--- src/rtl/dram_pattest.sv ---
// Self-running DRAM pattern tester: writes an LFSR pattern over 0..LAST_ADDR,
// reads it back, compares, and reports progress on a blink output.
module dram_pattest #(
  parameter logic [20:0] LAST_ADDR  = 21'h1FFFFF,
  parameter logic [15:0] SEED       = 16'hACE1,
  parameter logic [23:0] BLINK_SLOW = 24'd13999999,
  parameter logic [23:0] BLINK_FAST = 24'd3499999
) (
  input  logic        fclk,
  input  logic        rst_n,
  input  logic        en,
  input  logic        cbeg,
  input  logic        rrdy,
  input  logic [15:0] rddata,
  output logic        req,
  output logic        rnw,
  output logic [20:0] addr,
  output logic [15:0] wrdata,
  output logic [1:0]  bsel,
  output logic        busy,
  output logic [7:0]  pass_cnt,
  output logic        err,
  output logic [20:0] err_addr,
  output logic [15:0] err_data,
  output logic        led,
  output logic [2:0]  state
);

  // Handshake: a request (req/rnw/addr/wrdata) is accepted on any edge where
  // cbeg=1 and req=1; all request outputs are held until the edge after that.

  typedef enum logic [2:0] {
    IDLE = 3'd0,
    WR   = 3'd1,
    RD   = 3'd2,
    RDW  = 3'd3,
    FAIL = 3'd4
  } state_t;

  state_t      st;
  logic [15:0] lfsr;
  logic [23:0] cnt;

  function automatic logic [15:0] lfsr_next(input logic [15:0] l);
    return {1'b0, l[15:1]} ^ (l[0] ? 16'hB400 : 16'h0000);
  endfunction

  // A zero seed would lock the LFSR, so it is replaced by 1.
  function automatic logic [15:0] pass_seed(input logic [7:0] pc);
    logic [15:0] s;
    s = SEED ^ {8'h00, pc};
    return (s == 16'h0000) ? 16'h0001 : s;
  endfunction

  function automatic logic [15:0] pattern(input logic [15:0] l, input logic inv);
    return inv ? ~l : l;
  endfunction

  logic        accept;
  logic        last;
  logic        rd_match;
  logic [15:0] l_next;
  logic [15:0] seed_now;
  logic [15:0] seed_succ;
  logic [7:0]  pc_succ;

  assign accept    = cbeg & req;
  assign last      = (addr == LAST_ADDR);
  assign l_next    = lfsr_next(lfsr);
  assign pc_succ   = pass_cnt + 8'd1;
  assign seed_now  = pass_seed(pass_cnt);
  assign seed_succ = pass_seed(pc_succ);
  assign rd_match  = (rddata == pattern(lfsr, pass_cnt[0]));

  assign bsel  = 2'b11;
  assign busy  = (st != IDLE) && (st != FAIL);
  assign state = st;

  always_ff @(posedge fclk or negedge rst_n) begin
    if (!rst_n) begin
      st       <= IDLE;
      req      <= 1'b0;
      rnw      <= 1'b1;
      addr     <= '0;
      wrdata   <= '0;
      lfsr     <= SEED;
      pass_cnt <= '0;
      err      <= 1'b0;
      err_addr <= '0;
      err_data <= '0;
    end else begin
      case (st)
        IDLE: begin
          if (en) begin
            lfsr   <= seed_now;
            wrdata <= pattern(seed_now, pass_cnt[0]);
            addr   <= '0;
            rnw    <= 1'b0;
            req    <= 1'b1;
            st     <= WR;
          end
        end
        WR: begin
          if (accept) begin
            if (!last) begin
              addr   <= addr + 21'd1;
              lfsr   <= l_next;
              wrdata <= pattern(l_next, pass_cnt[0]);
            end else begin
              addr <= '0;
              lfsr <= seed_now;
              rnw  <= 1'b1;
              st   <= RD;
            end
          end
        end
        RD: begin
          if (accept) begin
            req <= 1'b0;
            st  <= RDW;
          end
        end
        RDW: begin
          if (rrdy) begin
            if (!rd_match) begin
              err      <= 1'b1;
              err_addr <= addr;
              err_data <= rddata;
              st       <= FAIL;
            end else if (!last) begin
              addr <= addr + 21'd1;
              lfsr <= l_next;
              req  <= 1'b1;
              st   <= RD;
            end else begin
              // End of pass: en is only looked at here and in IDLE.
              pass_cnt <= pc_succ;
              addr     <= '0;
              if (en) begin
                lfsr   <= seed_succ;
                wrdata <= pattern(seed_succ, pc_succ[0]);
                rnw    <= 1'b0;
                req    <= 1'b1;
                st     <= WR;
              end else begin
                st <= IDLE;
              end
            end
          end
        end
        FAIL: begin
          req <= 1'b0;
        end
        default: begin
          req <= 1'b0;
          st  <= IDLE;
        end
      endcase
    end
  end

  // Blink: solid off while idle and clean, slow while running, fast after error.
  always_ff @(posedge fclk or negedge rst_n) begin
    if (!rst_n) begin
      led <= 1'b1;
      cnt <= BLINK_SLOW;
    end else if (st == IDLE && !err) begin
      led <= 1'b1;
      cnt <= BLINK_SLOW;
    end else if (cnt == 24'd0) begin
      cnt <= err ? BLINK_FAST : BLINK_SLOW;
      led <= ~led;
    end else begin
      cnt <= cnt - 24'd1;
    end
  end

endmodule

--- config.mk ---
export PLATFORM = sky130hd
export DESIGN_NAME = dram_pattest
export DESIGN_NICKNAME = d
export VERILOG_FILES = /design/src/rtl/dram_pattest.sv
export SDC_FILE = /design/constraint.sdc
export NUM_CORES = 1
export LEC_CHECK = 0
export ABC_AREA = 1
export CORE_ASPECT_RATIO = 0.5
export CORE_MARGIN = 2
export CORE_UTILIZATION = 50
export CTS_CLUSTER_SIZE = 25
export DETAILED_ROUTE_END_ITERATION = 8
export HOLD_SLACK_MARGIN = 0.12
export PLACE_DENSITY_LB_ADDON = 0.2
export SYNTH_ARGS = -nofsm -noshare
export SYNTH_HDL_FRONTEND = slang
export SYNTH_SLANG_ARGS = --single-unit
--- constraint.sdc ---
create_clock -name fclk -period 2.8 [get_ports fclk]
set_input_delay 0.28 -clock fclk [delete_from_list [all_inputs] [get_ports fclk]]
set_output_delay 0.28 -clock fclk [all_outputs]
set_load 0.02 [all_outputs]
Word level (Yosys, flattened, before mapping)
Index checks and enable logic that the tools add are counted.
{ "classes": {"n_reduce_logical": 18, "mux": 56, "n_bitwise": 12, "add_sub_neg": 3, "n_eq_ne": 17} }
{ "op_table": {"columns": ["cell", "n"], "rows": [
  ["$mux W16", 21],
  ["$mux W21", 5],
  ["$pmux W16 S3", 2],
  ["$mux W24", 3],
  ["$not A16 Y16", 4],
  ["$pmux W21 S3", 1],
  ["$logic_not A16 Y1", 2],
  ["$logic_not A24 Y1", 1],
  ["$sub A24 B1 Y24 const B", 1],
  ["$add A21 B1 Y21 const B", 1],
  ["$eq A21 B21 Y1 const B", 1],
  ["$mux W3", 6],
  ["$ne A2 B2 Y1 const B", 9],
  ["$reduce_and A6 Y1", 3],
  ["$eq A16 B16 Y1", 1],
  ["$not A4 Y8", 2],
  ["$xor A15 B16 Y16", 1],
  ["$pmux W3 S5", 1],
  ["$mux W1", 14],
  ["$add A8 B1 Y8 const B", 1],
  ["$reduce_and A4 Y1", 2],
  ["$reduce_and A8 Y1", 1],
  ["$eq A3 B2 Y1 const B", 2],
  ["$ne A3 B3 Y1 const B", 2],
  ["14 further kinds", 19]
]} }
{ "word_totals": {"wordCells": 118, "ff_bits": 129, "output_inout_bits": 92, "inputBits": 21} }

Depth between registers and ports, before layout
Gate-level depths: netlist of run 1.
{ "depth": {"word_depth": 11, "ltp_mapped": 18, "depth_no_buf": 14} }

Worst setup path before layout of run 1
No wires, ideal clock.
{ "synth_path": {"path_type": "flip-flop to flip-flop", "from": "register addr[0]", "to": "register pass_cnt[3]", "arrival_ps": 2075, "setup_slack_ps": 599, "stages_incl_launch_ff": 13, "t_required_ps": 2674, "period_less_slack_ps": 2201, "path_buffers": 2, "setup_time_ps": 126, "path_cell_list": "dfrtp_1 -> ha_1 -> nand2_2 -> nor2_4 -> nand2_1 -> nor2_2 -> nand2_2 -> buf_2 -> nor2_1 -> nand2_1 -> buf_6 -> nand2_1 -> o21ai_2"} }
{ "synth_between": {"elab_chain_cells": 2} }
{ "synth_rtl": {"columns": ["item", "line", "rtl"], "rows": [
  ["start, declared", "17", "output logic [20:0] addr,"],
  ["start signal, assigned", "106", "addr <= addr + 21'd1;"],
  ["start signal, assigned", "131", "addr <= addr + 21'd1;"],
  ["$eq A21 B21 Y1", "68", "assign last = (addr == LAST_ADDR);"],
  ["$reduce_and A4 Y1 (no line)", null, null],
  ["end signal, assigned", "137", "pass_cnt <= pc_succ;"],
  ["end, declared", "21", "output logic [7:0] pass_cnt,"]
]} }
Every way passes these cells.
A chain may end at the register's enable or synchronous reset.

Worst setup path in the final report of run 1
{ "layout_path": {"from": "register addr[0]", "to": "register wrdata[12]"} }
{ "layout_between": {"elab_chain_cells": 3, "elab_cells_between_ends": 4, "cone_classes": "eq/ne: 3; reduce/logical: 1"} }
{ "layout_rtl": {"columns": ["item", "line", "rtl"], "rows": [
  ["$eq A21 B21 Y1 *", "68", null],
  ["$ne A2 B2 Y1 (no line)", null, null],
  ["$reduce_and A8 Y1 (no line) *", null, null],
  ["end signal, assigned", "96", "wrdata <= pattern(seed_now, pass_cnt[0]);"],
  ["end signal, assigned", "108", "wrdata <= pattern(l_next, pass_cnt[0]);"],
  ["end signal, assigned", "141", "wrdata <= pattern(seed_succ, pc_succ[0]);"],
  ["end, declared", "18", "output logic [15:0] wrdata,"]
]} }
Mark *: on every way between the ends. The rest lies on a longest branch, timed or not.

==> impl_results.md, run 1 <==
- Initial core utilization: 52.1%
- First DRT Iteration DRCs: 587
- Design Power: 9500 µW
- Simple-Gate Fraction of Synth Area: 38.3%
- Synth Area in XOR/XNOR: 3.42%
- Critical Path RT: 3110 ps
- Cell area after synthesis: 7670 µm²
- First-pass GRT wire length: 36.1 mm
- Distinct cells, synth: 45
- Critical path's most frequent cell: nand2_1
- Fmax: 392 MHz
- Slowest cell on crit path: dfrtp_1
- Routability cong.: 0.962
- Pin count of the biggest net entering global routing: 53
- Slew Viols, Final: 0
- Complex-gate fraction of the synthesized area: 6.73%
- Max-Cap Viols: 0
- Synthesized area per cell: 7.15 µm²
- Total grt overflow: 0
- Crit path cell chain: ha_1 > nand2_2 > nor2_4 > nand2_1 > nor2_2 > nand2_2 > buf_4 > inv_2 > nor2_2 > nor2_8 > nand4_4 > buf_12 > nand2_1 > nand2_1
- Crit-path max FO: 21
- Flops & latches, synth: 129
- Layout Skew: 10.3 ps
- CTS tree: done
- DP Wirelength: 15.7 mm
- Die area: 16400 µm²
- Clock latency at the later pin of the worst-skew pair: 420 ps
- Slew @ Worst Pin: 705 ps
- Net count reported at finish: 1209
- Mux contribution to synthesized area: 0%
- Final instance area: 9610 µm²
- DIE HEIGHT: 91.6 µm
- Share of cells above drive strength 1: 10.2%
- CTS Buf Count: 17
- Final min period: 2550 ps
- Endpoints failing hold: 0
- Clock transition at path regs: 60 ps
- Layout area overhead: 25.2%
- Multi-input logic area: 3780 µm²
- RSZ-0062 raised after global routing: false
- Final setup viols: 0
- Core box area: 14700 µm²
- Crit path kind: reg -> reg
- Sequential element share of the synthesized area: 42.5%
- Adder-cell share of the synthesized area: 0.652%
- Leak: 0.00455 µW
- Port Buffers: 110
- I/O pins: 113
- Post-synth EDFFs: 0
- Hold WS: 416 ps
- Worst path bufs/invs: 3
- Row cnt: 31
- H-tree Lvls: 4
- Remaining antenna violation count: 0
- Worst min path class: in -> async
- Area post-placement: 8940 µm²
- Status: finished, final reports clean
- Worst path max stage delay: 490 ps
- Storage cell area: 3260 µm²
- Routed via count: 7542
- Crit share post-route: 91.0%
- Peak VDD IR: 0.561 mV
- Initial antenna violation count: 0
- Avg WL per Cell: 15.8 µm
- Vias in the first global route: 7304
- Root buffer cell: clkbuf_16
- Die width: 179 µm
- Syn Inst Count: 1073
- DR pass1 iterations: 7
- Clk sink count: 129
- Rel. slew slack: 52.8%
- Crit start category: flip-flop
- Main combinational cell family by area after synthesis: simple AND/OR/NAND/NOR gates
- Via density: 5.41
- Synth warnings: 0
- Total track usage: 28.2%
- Top delay family on crit path: simple AND/OR/NAND/NOR gates
- Power Density: 989 nW/µm²
- FILL cells: 1285
- Worst EP arrival: 2860 ps
- Asr flop ratio synth: 100%
- Main synth FF type: dfrtp_1
- Inserted Diodes: 0
- Setup TNS Final: 0 ps
- Wirelength, routed: 22.0 mm
- Longest Clk Path Bufs: 2
- Drt drc: 0
- Type of destination of the critical path: flip-flop
==> cells in the mapped netlist, types with 2 or more instances <==
cell / number / share of area, %
inv_2: 8 / 0.39
clkbuf_1: 5 / 0.24
nand3b_1: 6 / 0.59
nor2_1: 86 / 4.2
o21ai_2: 6 / 0.68
ha_1: 4 / 0.65
o21ai_1: 3 / 0.20
xor2_1: 20 / 2.3
nand4_1: 28 / 2.3
nor3b_1: 2 / 0.20
dfstp_2: 28 / 9.6
a21oi_1: 14 / 0.91
nand3_1: 86 / 5.6
nor4_1: 4 / 0.33
nor2_8: 2 / 0.52
nor3_1: 22 / 1.4
dfrtp_1: 101 / 33
buf_6: 7 / 1.0
nand2_2: 5 / 0.41
buf_4: 8 / 0.78
nand2_1: 419 / 20
buf_2: 19 / 1.2
or2_2: 5 / 0.41
nor2_2: 9 / 0.73
inv_1: 92 / 4.5
o2111ai_1: 2 / 0.23
o211ai_1: 7 / 0.68
xnor2_1: 10 / 1.1
o22ai_1: 2 / 0.16
o221ai_1: 2 / 0.23
buf_1: 2 / 0.098
o21ai_0: 46 / 3.0
==> power by group <==
group | switching (µW) | internal [µW]
combinational | 2740 | 1570
sequential | 376 | 2400
clock | 855 | 1560
total | 3970 | 5530
==> registers in the layout, summed over array words and instances, names as in the netlist <==
register  count
req           1
err_addr     21
cnt          24
rnw           1
wrdata       16
addr         21
led           1
err           1
err_data     16
pass_cnt      8
lfsr         16
state         3
==> worst reg2reg max path, delay by kind of cell (launching register included) <==
family | cells | cell delay (ps)
simple gates | 10 | 1200
flops | 1 | 490
buf+inv | 3 | 490
fa+ha+maj | 1 | 250
==> cells in the final DEF (no fill, tap or decap), drive strengths merged, types with 5 or more instances in the layout <==
cell type / synthesis / routed
nand2: 426 / 426
clkdlybuf4s50: 0 / 109
dfrtp: 101 / 101
inv: 100 / 100
nor2: 98 / 98
nand3: 87 / 87
o21ai: 55 / 55
nand4: 29 / 29
dfstp: 28 / 28
nor3: 23 / 23
buf: 36 / 22
clkbuf: 5 / 22
xor2: 20 / 20
a21oi: 14 / 14
xnor2: 10 / 10
o211ai: 7 / 7
nand3b: 6 / 6
or2: 5 / 5
==> layer usage <==
| metal | up-vias | share of wire (%) | global-route usage [%] |
|---|---|---|---|
| li1 | 3643 | - | - |
| met1 | 3535 | 44 | 37.6 |
| met2 | 319 | 46 | 45.3 |
| met3 | 45 | 8.2 | 6.91 |
| met4 | 0 | 1.8 | 8.74 |
| met5 | - | 0 | 0 |
==> final timing paths <==
kind	startpoint	endpoint	cells after the start	slack [ps]
max	addr[0]	wrdata[12]	14	250
min	rst_n	err_data[10]	2	420
max reg2reg	addr[0]	wrdata[12]	14	250
min reg2reg	cnt[0]	cnt[0]	1	470
max in group asynchronous	rst_n	cnt[10]	3	1470
min in group fclk	cnt[0]	cnt[0]	1	470
==> kinds of logic (layout without fill, tap and decap cells) <==
family / Yosys count / in the layout
XOR/XNOR: 30 / 30
other: 1 / 2
AND/OR/NAND/NOR: 680 / 680
AO/OA/AOI/OAI: 87 / 87
buffers and inverters: 142 / 265
flip-flops: 129 / 129
adder cells (fa/ha/maj): 4 / 4
==> final cells by class <==
class / count / area share (%)
repair buffers: 132 / 13.6
clock buffers: 22 / 4.93
clock inverters: 10 / 1.64
multi-input cells: 803 / 39.4
inverters: 101 / 3.97
well taps: 198 / 2.58
flip-flops and latches: 129 / 34.0
==> what timing repair did <==
item,CTS,global route
hold buffers,1,0
setup buffers,0,1
endpoints found under the hold margin,19,0
gates resized for setup,0,3
endpoints found under the setup margin,0,42
==> metrics by stage <==
step	std cells	setup WS, ps	util [%]
after floorplan	1074	599	-
after global placement	1361	144	60.7
after detailed placement	1361	38.8	60.7
after CTS	1394	32.6	65.0
final	1395	251	65.2
after global routing	1395	61.8	65.2
No activity file was read; power rests on OpenSTA's default activity.
==> run 2, diff against run 1 <==
Settings changed: GPL_ROUTABILITY_DRIVEN from default to 0, PLACE_DENSITY from default to 0.85, PLACE_DENSITY_LB_ADDON 0.2 to default.
==> run 2 against run 1 <==
Worst hold slack better by 51 ps; sequential power hardly changed; die area did not move; global-route usage shrank 0.25 points; setup slack got worse by 9.6 ps; clock skew fell by 2.4 ps; critical path type unchanged.
==> impl_results.md, run 2 (synthesis results as in run 1) <==
- Slew Viols, Final: 0
- DP Wirelength: 15.2 mm
- Remaining antenna violation count: 0
- Clock latency at the later pin of the worst-skew pair: 430 ps
- Leak: 0.00454 µW
- Total grt overflow: 0
- Worst EP arrival: 2870 ps
- Non-Filler Instances: 1394
- Drt drc: 0
- Inserted Diodes: 0
- Share of cells above drive strength 1: 10.1%
- Routed via count: 7688
- CTS tree: done
- Crit share post-route: 91.4%
- Crit start category: flip-flop
- Setup TNS Final: 0 ps
- Status: finished, final reports clean
- Wirelength, routed: 21.4 mm
- Clock transition at path regs: 50 ps
- Critical Path End: cnt[13]
- Endpoints failing hold: 0
- Top flop regs: cnt x24, addr x21, err_addr x21
- Total track usage: 28.0%
- Power Density: 978 nW/µm²
- Via density: 5.52
- Crit path kind: reg -> reg
- FILL cells: 1209
- Net count reported at finish: 1208
- Layout area overhead: 25.0%
- Worst min path class: in -> async
- H-tree Lvls: 4
- Critical Path RT: 3110 ps
- R2r worst-path depth: 10
- Crit-path max FO: 10
- Most common cell after layout, fill and taps aside: nand2_1
- Initial core utilization: 52.1%
- Clk sink count: 129
- DIE HEIGHT: 91.6 µm
- R2r setup slk: 240 ps
- Worst R2R Start: cnt[17]
- Final instance area: 9590 µm²
- CP Launch Point: cnt[17]
- First DRT Iteration DRCs: 700
- I/O pins: 113
- Max FFs per register: 24
- Final min period: 2560 ps
- Longest Clk Path Bufs: 2
- Slew @ Worst Pin: 767 ps
- Die area: 16400 µm²
- Max-Cap Viols: 0
- Root buffer cell: clkbuf_16
- DR pass1 iterations: 5
- Fmax: 391 MHz
- Row cnt: 31
- Peak VDD IR: 0.530 mV
- Layout Skew: 7.95 ps
- Final setup viols: 0
- Post-Place Cells: 1361
- Die width: 179 µm
- Port Buffers: 110
- Top reg by flops: cnt
- Type of destination of the critical path: flip-flop
- CTS Buf Count: 17
- Avg WL per Cell: 15.4 µm
- Rel. slew slack: 48.9%
- Area post-placement: 8940 µm²
- Vias in the first global route: 7517
- Pin count of the biggest net entering global routing: 58
- First-pass GRT wire length: 36.1 mm
- Design Power: 9380 µW
- Initial antenna violation count: 0
- Most frequent cells in the layout: nand2_1 (419), clkdlybuf4s50_1 (109), dfrtp_1 (101)
- Core box area: 14700 µm²
- Worst R2R End: cnt[13]
==> run 2: changes by cell type in the layout (fill, tap and decap cells not counted) <==
| cell | change |
|---|---|
| clkinv_4 | +3 |
| nor2_4 | +1 |
| clkinv_2 | -2 |
| nor2_2 | -1 |
| inv_6 | +1 |
| buf_12 | -1 |
| clkbuf_8 | -2 |
==> run 2: stage by stage <==
stage | setup WS [ps] | util (%) | hold slack [ps]
global route | -8.59 | 65.1 | 477
CTS | 36.1 | 65.0 | 472
floorplan | 599 | - | -15.6
detailed placement | 50.5 | 60.7 | 401
finish | 242 | 65.1 | 467
global placement | 183 | 60.7 | 393
==> run 2: timing repair <==
action                                 4_1_cts  5_1_grt
resized for setup                            0        4
endpoints found under the hold margin       37        0
buffers inserted                             0        0
hold buffers                                 1        0
setup endpoints to repair                    0       60
==> run 2: worst min path at each step <==
stage | to | slack (ps) | cells past startpoint
final | cnt[7] | 470 | 2
after global routing | cnt[0] | 480 | 1
after CTS | cnt[0] | 470 | 1
after detailed placement | err | 400 | 1
after global placement | cnt[7] | 390 | 1
after floorplan | addr[0] | -20 | 0
==> run 2: power breakdown <==
part	internal, µW	switching (µW)
combinational	1530	2700
clock	1520	860
sequential	2400	370
==> run 2: critical path, stage by stage, from the launching register on <==
cell and delay [ps]:
dfrtp_1 390, nor2_1 180, nand3_1 170, nor4_1 320, nand3_2 280, nand2_1 340
inv_2 160, nor2_1 300, inv_2 160, nand2_1 110, inv_1 40
==> run 2: area by class of cell <==
class,instances,area [µm²],share of cell area [%]
Inverter,101,382,3.98
Sequential cell,129,3260,34.0
Multi-Input combinational cell,803,3790,39.5
Clock inverter,12,183,1.90
Tap cell,198,248,2.58
Timing Repair Buffer,131,1280,13.4
Clock buffer,20,447,4.66
==> run 2: per-layer routing <==
layer  up-vias  share of wire (%)  GRT usage [%]
li1       3654                  -              -
met1      3614                 42           36.2
met2       357                 47           45.4
met3        63                8.0           6.37
met4         0                2.6           11.3
met5         -                  0              0
